==> src/rtl/sram_arbiter.sv <==
// sram_arbiter: two-port arbiter and access sequencer for the external 64Kx16 asynchronous SRAM.
//
// Grants one single-word read/write request at a time and walks it through
// IDLE -> SETUP -> ACCESS (WAIT_CYCLES) -> HOLD. Every SRAM-facing output is a flop, so the
// pins never see a combinational path from the requester inputs.
//
// Parameters:
//   WAIT_CYCLES  cycles WE_n/OE_n are held low per access (1..15)
// Ports:
//   clk_100mhz, resetn             clock, asynchronous active-low reset
//   pX_req/we/addr/wdata/be        request from port X (held stable until pX_ack)
//   pX_ack                         one-cycle completion pulse (during HOLD)
//   pX_rdata                       read data, valid with ack, held until next read ack
//   busy                           high whenever the sequencer is not idle
//   sram_a, sram_d_o, sram_d_oe    address, write data and pad output enable
//   sram_d_i                       data from the pad
//   sram_ce_n/oe_n/we_n/lb_n/ub_n  active-low SRAM controls
// Build option:
//   SRAM_ARB_PRIORITY_EN           fixed priority (port 0 wins ties) instead of round-robin

module sram_arbiter #(
  parameter int unsigned WAIT_CYCLES = 2
) (
  input  logic        clk_100mhz,
  input  logic        resetn,
  input  logic        p0_req,
  input  logic        p0_we,
  input  logic [15:0] p0_addr,
  input  logic [15:0] p0_wdata,
  input  logic [1:0]  p0_be,
  output logic        p0_ack,
  output logic [15:0] p0_rdata,
  input  logic        p1_req,
  input  logic        p1_we,
  input  logic [15:0] p1_addr,
  input  logic [15:0] p1_wdata,
  input  logic [1:0]  p1_be,
  output logic        p1_ack,
  output logic [15:0] p1_rdata,
  output logic        busy,
  output logic [15:0] sram_a,
  output logic [15:0] sram_d_o,
  output logic        sram_d_oe,
  input  logic [15:0] sram_d_i,
  output logic        sram_ce_n,
  output logic        sram_oe_n,
  output logic        sram_we_n,
  output logic        sram_lb_n,
  output logic        sram_ub_n
);

  typedef enum logic [1:0] {StIdle, StSetup, StAccess, StHold} state_e;

  state_e      state_q, state_d;
  logic [3:0]  cnt_q, cnt_d;
  logic        we_q, we_d;
  logic        port_q, port_d;
  logic [15:0] a_q, a_d;
  logic [15:0] d_o_q, d_o_d;
  logic        d_oe_q, d_oe_d;
  logic        ce_n_q, ce_n_d;
  logic        oe_n_q, oe_n_d;
  logic        we_n_q, we_n_d;
  logic        lb_n_q, lb_n_d;
  logic        ub_n_q, ub_n_d;
  logic        ack0_q, ack0_d;
  logic        ack1_q, ack1_d;
  logic [15:0] rdata0_q, rdata0_d;
  logic [15:0] rdata1_q, rdata1_d;

  // Winning port index for the current IDLE cycle (0 or 1).
  logic grant;

`ifdef SRAM_ARB_PRIORITY_EN
  assign grant = ~p0_req;
`else
  logic last_q, last_d;
  // On a tie the port that was not served last wins.
  assign grant = (p0_req && p1_req) ? ~last_q : p1_req;
`endif

  logic        sel_we;
  logic [15:0] sel_addr;
  logic [15:0] sel_wdata;
  logic [1:0]  sel_be;

  assign sel_we    = grant ? p1_we    : p0_we;
  assign sel_addr  = grant ? p1_addr  : p0_addr;
  assign sel_wdata = grant ? p1_wdata : p0_wdata;
  assign sel_be    = grant ? p1_be    : p0_be;

  always_comb begin
    state_d  = state_q;
    cnt_d    = cnt_q;
    we_d     = we_q;
    port_d   = port_q;
    a_d      = a_q;
    d_o_d    = d_o_q;
    d_oe_d   = d_oe_q;
    ce_n_d   = ce_n_q;
    oe_n_d   = oe_n_q;
    we_n_d   = we_n_q;
    lb_n_d   = lb_n_q;
    ub_n_d   = ub_n_q;
    ack0_d   = 1'b0;
    ack1_d   = 1'b0;
    rdata0_d = rdata0_q;
    rdata1_d = rdata1_q;
`ifndef SRAM_ARB_PRIORITY_EN
    last_d   = last_q;
`endif

    unique case (state_q)
      StIdle: begin
        if (p0_req || p1_req) begin
          state_d = StSetup;
          we_d    = sel_we;
          port_d  = grant;
`ifndef SRAM_ARB_PRIORITY_EN
          last_d  = grant;
`endif
          // Pins for SETUP are loaded here so they are valid right after this edge.
          a_d     = sel_addr;
          ce_n_d  = 1'b0;
          if (sel_we) begin
            d_o_d  = sel_wdata;
            d_oe_d = 1'b1;
            lb_n_d = ~sel_be[0];
            ub_n_d = ~sel_be[1];
          end else begin
            d_oe_d = 1'b0;
            lb_n_d = 1'b0;
            ub_n_d = 1'b0;
          end
        end
      end
      StSetup: begin
        state_d = StAccess;
        cnt_d   = 4'(WAIT_CYCLES - 1);
        if (we_q) we_n_d = 1'b0;
        else      oe_n_d = 1'b0;
      end
      StAccess: begin
        if (cnt_q == 4'd0) begin
          state_d = StHold;
          we_n_d  = 1'b1;
          oe_n_d  = 1'b1;
          if (port_q) ack1_d = 1'b1;
          else        ack0_d = 1'b1;
          if (!we_q) begin
            if (port_q) rdata1_d = sram_d_i;
            else        rdata0_d = sram_d_i;
          end
        end else begin
          cnt_d = cnt_q - 4'd1;
        end
      end
      StHold: begin
        state_d = StIdle;
        ce_n_d  = 1'b1;
        lb_n_d  = 1'b1;
        ub_n_d  = 1'b1;
        d_oe_d  = 1'b0;
      end
      default: state_d = StIdle;
    endcase
  end

  always_ff @(posedge clk_100mhz or negedge resetn) begin
    if (!resetn) begin
      state_q  <= StIdle;
      cnt_q    <= 4'd0;
      we_q     <= 1'b0;
      port_q   <= 1'b0;
      a_q      <= 16'h0000;
      d_o_q    <= 16'h0000;
      d_oe_q   <= 1'b0;
      ce_n_q   <= 1'b1;
      oe_n_q   <= 1'b1;
      we_n_q   <= 1'b1;
      lb_n_q   <= 1'b1;
      ub_n_q   <= 1'b1;
      ack0_q   <= 1'b0;
      ack1_q   <= 1'b0;
      rdata0_q <= 16'h0000;
      rdata1_q <= 16'h0000;
`ifndef SRAM_ARB_PRIORITY_EN
      last_q   <= 1'b1;
`endif
    end else begin
      state_q  <= state_d;
      cnt_q    <= cnt_d;
      we_q     <= we_d;
      port_q   <= port_d;
      a_q      <= a_d;
      d_o_q    <= d_o_d;
      d_oe_q   <= d_oe_d;
      ce_n_q   <= ce_n_d;
      oe_n_q   <= oe_n_d;
      we_n_q   <= we_n_d;
      lb_n_q   <= lb_n_d;
      ub_n_q   <= ub_n_d;
      ack0_q   <= ack0_d;
      ack1_q   <= ack1_d;
      rdata0_q <= rdata0_d;
      rdata1_q <= rdata1_d;
`ifndef SRAM_ARB_PRIORITY_EN
      last_q   <= last_d;
`endif
    end
  end

  assign busy      = (state_q != StIdle);
  assign p0_ack    = ack0_q;
  assign p1_ack    = ack1_q;
  assign p0_rdata  = rdata0_q;
  assign p1_rdata  = rdata1_q;
  assign sram_a    = a_q;
  assign sram_d_o  = d_o_q;
  assign sram_d_oe = d_oe_q;
  assign sram_ce_n = ce_n_q;
  assign sram_oe_n = oe_n_q;
  assign sram_we_n = we_n_q;
  assign sram_lb_n = lb_n_q;
  assign sram_ub_n = ub_n_q;

endmodule

==> config.mk <==
export PLATFORM = sky130hd
export DESIGN_NAME = sram_arbiter
export DESIGN_NICKNAME = d
export VERILOG_FILES = /design/src/rtl/sram_arbiter.sv
export SDC_FILE = /design/constraint.sdc
export NUM_CORES = 1
export LEC_CHECK = 0
export BUFFER_PORTS_ARGS = -buffer_cell sky130_fd_sc_hd__buf_4
export CORE_ASPECT_RATIO = 0.6
export CORE_UTILIZATION = 47
export DETAILED_ROUTE_END_ITERATION = 7
export GPL_TIMING_DRIVEN = 0
export PLACE_DENSITY = 0.91
export SYNTH_ARGS = -nofsm -noshare
export SYNTH_HDL_FRONTEND = slang
export SYNTH_SLANG_ARGS = --single-unit
==> constraint.sdc <==
create_clock -name clk_100mhz -period 2.18 [get_ports clk_100mhz]
set_clock_uncertainty 0.15 [all_clocks]
set_input_delay 0.327 -clock clk_100mhz [delete_from_list [all_inputs] [get_ports clk_100mhz]]
set_output_delay 0.327 -clock clk_100mhz [all_outputs]
set_load 0.02 [all_outputs]
# Word-level counts from Yosys, hierarchy flattened
# Index checks and enable logic that the tools add are counted.
# totals
ff_bits	81
latch_bits	0
ram_bits	0
mem_bits_ro	0
memories	0
# op_classes
add_sub_neg	1
n_mul	0
div	0
magnitude_cmp	0
n_eq_ne	8
n_shift	0
n_mux	32
n_bitwise	5
n_reduce_logical	16
# op_table
op	count
16-bit two-way mux	2
1-bit two-way mux	18
1-bit one-hot mux with 2 select lines	6
2-bit != test, second input constant	5
3-bit AND reduction	3
2-bit one-hot mux with 4 select lines	1
4-bit one-hot mux with 2 select lines	1
2-bit AND reduction	4
4-bit AND reduction	2
2-bit two-way mux	3
2-bit nonzero test	3
1-bit inverter	5
2-bit == test, second input constant	2
4-bit logical NOT	1
4-bit two-way mux	1
4-bit by 1-bit subtractor with 4-bit output, second input constant	1
2-bit by 1-bit == test with 1-bit output, second input constant	1
2-bit logical NOT	1
1-bit logical AND	1
1-bit logical OR	1

# Depth between registers and ports, before layout
# Gate-level depths: netlist of run 1.
# logic_depth
ltp_word	7
mapped_depth	7
mapped_depth_nobuf	6

# Worst setup path before layout of run 1
# OpenSTA, ideal clock, no wires.
# synth_timing
kind	flip-flop to flip-flop
from	register cnt_q[0]
to	register rdata0_q[10], in the netlist p0_rdata[10]
setup_time_ps	125
t_arrival_ps	1605
setup_slack_ps	300
stages_incl_launch_ff	7
n_path_buf	1
cell_sequence	dfrtp_1 > inv_1 > ha_1 > nand4bb_4 > nor3_4 > buf_12 > mux2_4
# synth_via
elab_chain_cells	2
# synth_lines
item	line	rtl
start: declaration	55	logic [3:0] cnt_q, cnt_d;
start signal: assignment	192	cnt_q <= cnt_d;
4-bit logical NOT	144	if (cnt_q == 4'd0) begin
4-bit AND reduction (no source line)	n/a	
end signal: assignment	205	rdata0_q <= rdata0_d;
end: declaration	68	logic [15:0] rdata0_q, rdata0_d;
# No other way between the ends.
# A chain may end at the register's enable or synchronous reset.

# Final worst setup path of run 1
# layout_timing
from	register cnt_q[0]
to	register rdata0_q[2], in the netlist p0_rdata[2]
# The elaborated chain is that of the path after synthesis.

==> results.ini, run 1 <==
[sta]
worst_slew_pin_slew_ns = 0.992
slew_headroom_pct = 33.9
whs_ns = -0.00151
drv_slew = 0
rsz0062_at_grt = false
timing.final.crit_period_ns = 2.07
clock.fmax_ghz = 0.484
final.setup.tns_ns = 0
post-route-period-util_pct = 94.8
finalHoldViolCount = 2
setup_viol = 0

[outcome]
status = finished, violations left
violations = negative hold slack

[floorplanning]
std_cell_rows = 24
die_y_um = 70.8
start_util_pct = 49.7
dieArea_mm2 = 0.00825
placeableCoreArea_mm2 = 0.00745
io_pins = 163
die_w_um = 117

[pwr]
power.share.sequential_pct = 32.5
p_switching_w = 0.00321
ir_drop_mv = 0.698
cellLeakagePower_nw = 2.68
power_frac_clock_pct = 20.2
cellPowerDensity_mw_per_mm2 = 1560
swShare_pct = 37.8
combPwrFrac_pct = 47.2
internal_power_w = 0.00528

[route]
vias = 3037
drcViolationCount = 0
drt-total-wl_um = 9570
antenna_left = 0
wl_met1_um = 3980
highest_layer = met4
viasPerCell = 5.25
firstDrtPassIters = 5
drtIter0Drc = 165
met3_length_um = 619
route.met2.wl_um = 4770
avgRoutedWirePerCell_um = 16.6

[logic_synthesis]
synthesis.area_mm2 = 0.00370
synthSimpleGateAreaFrac_pct = 6.59
synth_cell_types = 38
synth-seq-area-share_pct = 54.9
synth_warnings = 0
synthXorXnorAreaFrac_pct = 0.236
synth_cells = 294
synth.area.mux_share_pct = 21.5
syn-num-nets = 389
postSynthAreaPerCell_um2 = 12.6
synth_compound_area_share_pct = 10.9
synth_top_family_by_area = multiplexers
ys_seq_elements = 81
synthAdderAreaFrac_pct = 1.69

[finish]
fin_nets = 564
syn_to_final_growth_pct = 46.5
mostFrequentLayoutCells = 171 x buf_4, 75 x dfrtp_1, 35 x mux2i_1, 24 x nand2_1, 22 x o21ai_0
fillers = 521
design_area_mm2 = 0.00543
layout_commonest_cell = buf_4
drive_gt1_share_pct = 50.0
diodes = 0

[global_routing]
grt_first_pass_wirelength_um = 14600
grt_pass1_vias = 3051
grt_usage_pct = 23.6
overflow = 0
antenna_found_initial = 0
grt_max_degree = 82

[clock_tree]
htreeDepth = 3
root_buffer = clkbuf_16
clock-sinks = 81
cts_buffers = 9
cts_hold_buf = 0
cts.reportedPaths.clkPinSlew_ns = 0.06
cts_buffer_depth = 2
clkLatencyLatePin_ns = 0.33
tritoncts = yes

[placement]
place_congestion = 0.786
dpl_cell_area_mm2 = 0.00505
portBuffers = 162
dp_hpwl_um = 7210

[setup_path]
critPathMaxStageDelay_ns = 0.41
critPathLaunchType = register
worstSetupPathType = reg2reg
crit_chain = inv_1, ha_1, nand4bb_4, nor3_4, buf_4, mux2_2
endpoint_kind = register
path_max_fanout = 5
worstPathRequired_ns = 2.25
crit_slowest_cell = dfrtp_1
arrival_ns = 2.13

[run]
maxCapViolations = 0

[min_path]
hp-class = in2async

flip-flops by register name, indices dropped and copies added (netlist names), 2 cells and up:
signal / flops
p0_rdata: 16
p1_rdata: 16
sram_a: 16
sram_d_o: 16
cnt_q: 4
state_q: 2
worst paths after layout:
check	startpoint	endpoint	slack [ns]	cells past startpoint
worst max register to register	cnt_q[0]	p0_rdata[2]	0.11	6
worst min register to register	sram_a[5]	sram_a[5]	0.34	2
worst min-delay path	resetn	p1_rdata[1]	-0.002	1
max in group asynchronous	resetn	sram_a[5]	1.23	1
worst max-delay path	cnt_q[0]	p0_rdata[2]	0.11	6
min in group clk_100mhz	p0_req	last_q	0.02	2
worst max-delay path: cells and delay by family, from the launching register on:
kind	cells	cell delay, ns
adder cells (fa/ha/maj)	1	0.28
buffers and inverters	2	0.27
flip-flops	1	0.41
multiplexers	1	0.35
AND/OR/NAND/NOR	2	0.50
per-layer routing:
metal / global-route usage [%] / up-vias
met5: 0 / -
met4: 8.58 / 0
met3: 6.51 / 19
met2: 41.2 / 141
met1: 27.9 / 1475
li1: - / 1402
layout make-up:
type                       instances  area [µm²]  share of cell area (%)
clock buffer                      10         229                    4.22
sequential                        81        2030                    37.5
buffer                            17         133                    2.44
tap                              104         130                    2.40
multi-input combinational        188        1520                    28.0
clock inverter                     6         115                    2.12
inverter                           7        26.3                   0.484
timing repair buffer             165        1240                    22.8
power groups by stage:
stage	Combinational (W)	Clock (W)	Sequential (W)
4_1_cts	0.00401	0.00175	0.00276
3_5_place_dp	0.00396	0	0.00277
6_report	0.00401	0.00172	0.00276
2_1_floorplan	0.00159	0	0.00348
3_3_place_gp	0.00384	0	0.00270
5_1_grt	0.00429	0.00179	0.00285
synthesized netlist by cell type (all sizes together):
cell / instances / share of area (%)
inv: 7 / 0.71
a21oi: 20 / 2.7
o21a: 2 / 0.41
mux2i: 35 / 9.5
and2: 2 / 0.34
o22a: 1 / 0.24
nor3b: 2 / 0.41
nand4bb: 1 / 0.74
nor3: 1 / 0.44
dfstp: 6 / 4.3
a22o: 1 / 0.24
a31oi: 17 / 2.9
buf: 10 / 2.6
and4bb: 1 / 0.34
ha: 5 / 1.7
dfrtp: 75 / 51
a21boi: 1 / 0.20
nor2: 8 / 0.88
mux2: 33 / 12
clkbuf: 8 / 0.84
nand2b: 2 / 0.34
o21ai: 23 / 3.1
or2b: 1 / 0.20
nor4: 1 / 0.17
o31ai: 1 / 0.20
o221ai: 2 / 0.47
xor2: 1 / 0.24
a32o: 1 / 0.30
a21o: 1 / 0.20
nand2: 25 / 2.7
metrics by stage:
stage	power [W]	std cells	hold WS, ns	util [%]	setup slack, ns
after floorplan	0.00507	294	-0.119	-	0.300
after global placement	0.00655	560	0.314	67.8	0.00650
after detailed placement	0.00673	560	0.329	67.8	-0.0145
after CTS	0.00852	576	0.00649	72.6	0.0210
after global routing	0.00893	578	0.0291	72.9	0.0370
final	0.00848	578	-0.00151	72.9	0.113
what timing repair did:
item / CTS / global route
endpoints found under the hold margin: 0 / 0
gates resized for setup: 5 / 1
setup endpoints to repair: 1 / 2
buffers inserted: 0 / 3
pin swaps: 0 / 1
cells by family after synthesis:
family	after synthesis
AO/OA/AOI/OAI	70
XOR/XNOR	1
adder cells (fa/ha/maj)	5
buffers and inverters	25
flip-flops	81
multiplexers	68
AND/OR/NAND/NOR	44
Note: power is estimated with default switching activity, not from simulation.
==> inputs of run 2 (changes only) <==
Settings changed: CORE_MARGIN set to 2, CORE_UTILIZATION 47 to 49, CTS_BUF_LIST set to sky130_fd_sc_hd__clkbuf_8, PLACE_DENSITY 0.91 to 0.94.
==> run 2 against run 1 <==
Effect of this change: the run now ends clean; final area fell by 2.9%; cell count down 0.35%; non-clock buffer count shrank 2; sequential share of layout area rose by 1.1 points; hold slack better by 0.0095 ns; largest power group unchanged.
==> results.ini, run 2 (synthesized netlist as in run 1, its figures left out) <==
[clock_tree]
cts_buffer_depth = 2  ; unchanged
cts_buffers = 9  ; unchanged
clkLatencyLatePin_ns = 0.34  ; about the same
cts_setup_buffers = 0  ; unchanged
htreeDepth = 3  ; unchanged
cts.reportedPaths.clkPinSlew_ns = 0.09  ; +0.03 ns
tritoncts = yes
clock-sinks = 81  ; unchanged
root_buffer = clkbuf_8

[global_routing]
grt_usage_pct = 22.7  ; -0.87 points
grt_max_degree = 82  ; unchanged
grt_first_pass_wirelength_um = 14400  ; -1.3%
antenna_found_initial = 0  ; unchanged
overflow = 0  ; unchanged
grt_pass1_vias = 2950  ; -3.3%

[setup_path]
path_max_fanout = 10  ; +5
arrival_ns = 2.17  ; +0.04 ns
crit_slowest_cell = dfrtp_1
endpoint_kind = register
ff2ff_path_depth = 6  ; unchanged
critPathLaunchType = register
cp_top_family = simple AND/OR/NAND/NOR gates
crit_chain = inv_1, ha_1, nand4bb_4, nor3_4, buf_12, mux2_4
worstSetupPathType = reg2reg
crit_buf_inv = 2  ; unchanged
critPathMaxStageDelay_ns = 0.42  ; about the same
critPathLaunch = cnt_q[0]
reg2reg_from = cnt_q[0]
rr_endpoint = p0_rdata[6]
r2r_slack_ns = 0.1  ; -0.02 ns
worstPathRequired_ns = 2.27  ; +0.02 ns

[placement]
dpl_cell_area_mm2 = 0.00505  ; unchanged
portBuffers = 162  ; unchanged
place_inst = 560  ; unchanged
place_congestion = 0.803  ; +2.1%
dp_hpwl_um = 7070  ; -2.0%

[finish]
layout_commonest_cell = buf_4
design_area_mm2 = 0.00527  ; -2.9%
drive_gt1_share_pct = 49.8  ; -0.21 points
diodes = 0  ; unchanged
syn_to_final_growth_pct = 42.2
final_cells = 576  ; -0.35%
fin_nets = 562  ; -0.35%
mostFrequentLayoutCells = 168 x buf_4, 75 x dfrtp_1, 35 x mux2i_1, 24 x nand2_1, 22 x o21ai_0

[floorplanning]
dieArea_mm2 = 0.00830  ; +0.51%
die_w_um = 116  ; -0.31%
die_y_um = 71.4  ; +0.83%
start_util_pct = 50.8  ; +1.0 points
io_pins = 163  ; unchanged
placeableCoreArea_mm2 = 0.00730  ; -2.0%
std_cell_rows = 24  ; unchanged

[sta]
rsz0062_at_grt = true
final.setup.tns_ns = 0  ; unchanged
setup_viol = 0  ; unchanged
post-route-period-util_pct = 95.6  ; +0.81 points
timing.final.crit_period_ns = 2.08  ; +0.0177 ns
finalHoldViolCount = 0  ; -2
slew_headroom_pct = 31.5  ; -2.4 points
clock.fmax_ghz = 0.480  ; -0.85%
drv_slew = 0  ; unchanged
worst_slew_pin_slew_ns = 1.03  ; +0.0366 ns

[route]
drtIter0Drc = 192  ; +16%
antenna_left = 0  ; unchanged
drt-total-wl_um = 9440  ; -1.4%
drcViolationCount = 0  ; unchanged
firstDrtPassIters = 4  ; -1
avgRoutedWirePerCell_um = 16.4  ; -1.1%
viasPerCell = 5.27  ; +0.25%
vias = 3034  ; -0.099%

[outcome]
status = finished clean

[min_path]
hp-class = in2async

[pwr]
p_total_w = 0.00782  ; -7.8%
cellLeakagePower_nw = 2.60  ; -3.0%
cellPowerDensity_mw_per_mm2 = 1480  ; -5.0%
ir_drop_mv = 0.673  ; -3.6%

[run]
maxCapViolations = 0  ; unchanged

==> run 2: metrics by stage <==
step	utilization, %	hold WS (ns)	setup slack [ns]
2_1_floorplan	-	-0.119	0.300
3_3_place_gp	69.2	0.312	0.0348
3_5_place_dp	69.2	0.324	-0.0624
4_1_cts	72.3	0.0247	0.00204
5_1_grt	72.2	0.0372	-0.00324
6_report	72.2	0.00797	0.0957
==> run 2: cell type report <==
cell class / count / area (µm²)
clock buffers: 9 / 124
inverters: 7 / 26.3
multi-input cells: 188 / 1520
clock inverters: 7 / 76.3
repair buffers: 163 / 1230
flip-flops and latches: 81 / 2030
fillers: 516 / 2030
well taps: 104 / 130
plain buffers: 17 / 133
==> run 2: worst max-delay path by stage <==
stage              endpoint  slack, ns  cells after the start
2_1_floorplan  p0_rdata[10]       0.30                      6
3_5_place_dp           busy      -0.06                      6
6_report        p0_rdata[6]        0.1                      6
3_3_place_gp           busy       0.03                      6
5_1_grt            cnt_q[3]     -0.003                      7
4_1_cts                busy      0.002                      6
==> run 2: what timing repair did <==
item                                    CTS  global route
hold buffers                              1             0
endpoints found under the setup margin    1             3
endpoints found under the hold margin     1             0
pin swaps                                 0             0
resized for setup                         6             0
==> run 2: routing by layer <==
metal	GRT usage, %	part of all wire [%]
met5	0	0
met3	5.75	7.3
met2	37.0	47
met4	8.20	1.9
met1	29.8	43
==> run 2: power by group <==
group	switching, W	total [W]	leakage [nW]	internal [W]
sequential	0.000470	0.00274	0.960	0.00227
combinational	0.00212	0.00398	1.54	0.00186
clock	0.000565	0.00110	0.0966	0.000539
==> run 2: worst register-to-register path: cells and delay by family, from the launching register on <==
| kind | cells | cell delay, ns |
|---|---|---|
| adders and majority gates | 1 | 0.27 |
| muxes | 1 | 0.31 |
| and+or+nand+nor | 2 | 0.54 |
| DFF | 1 | 0.42 |
| buffers and inverters | 2 | 0.28 |
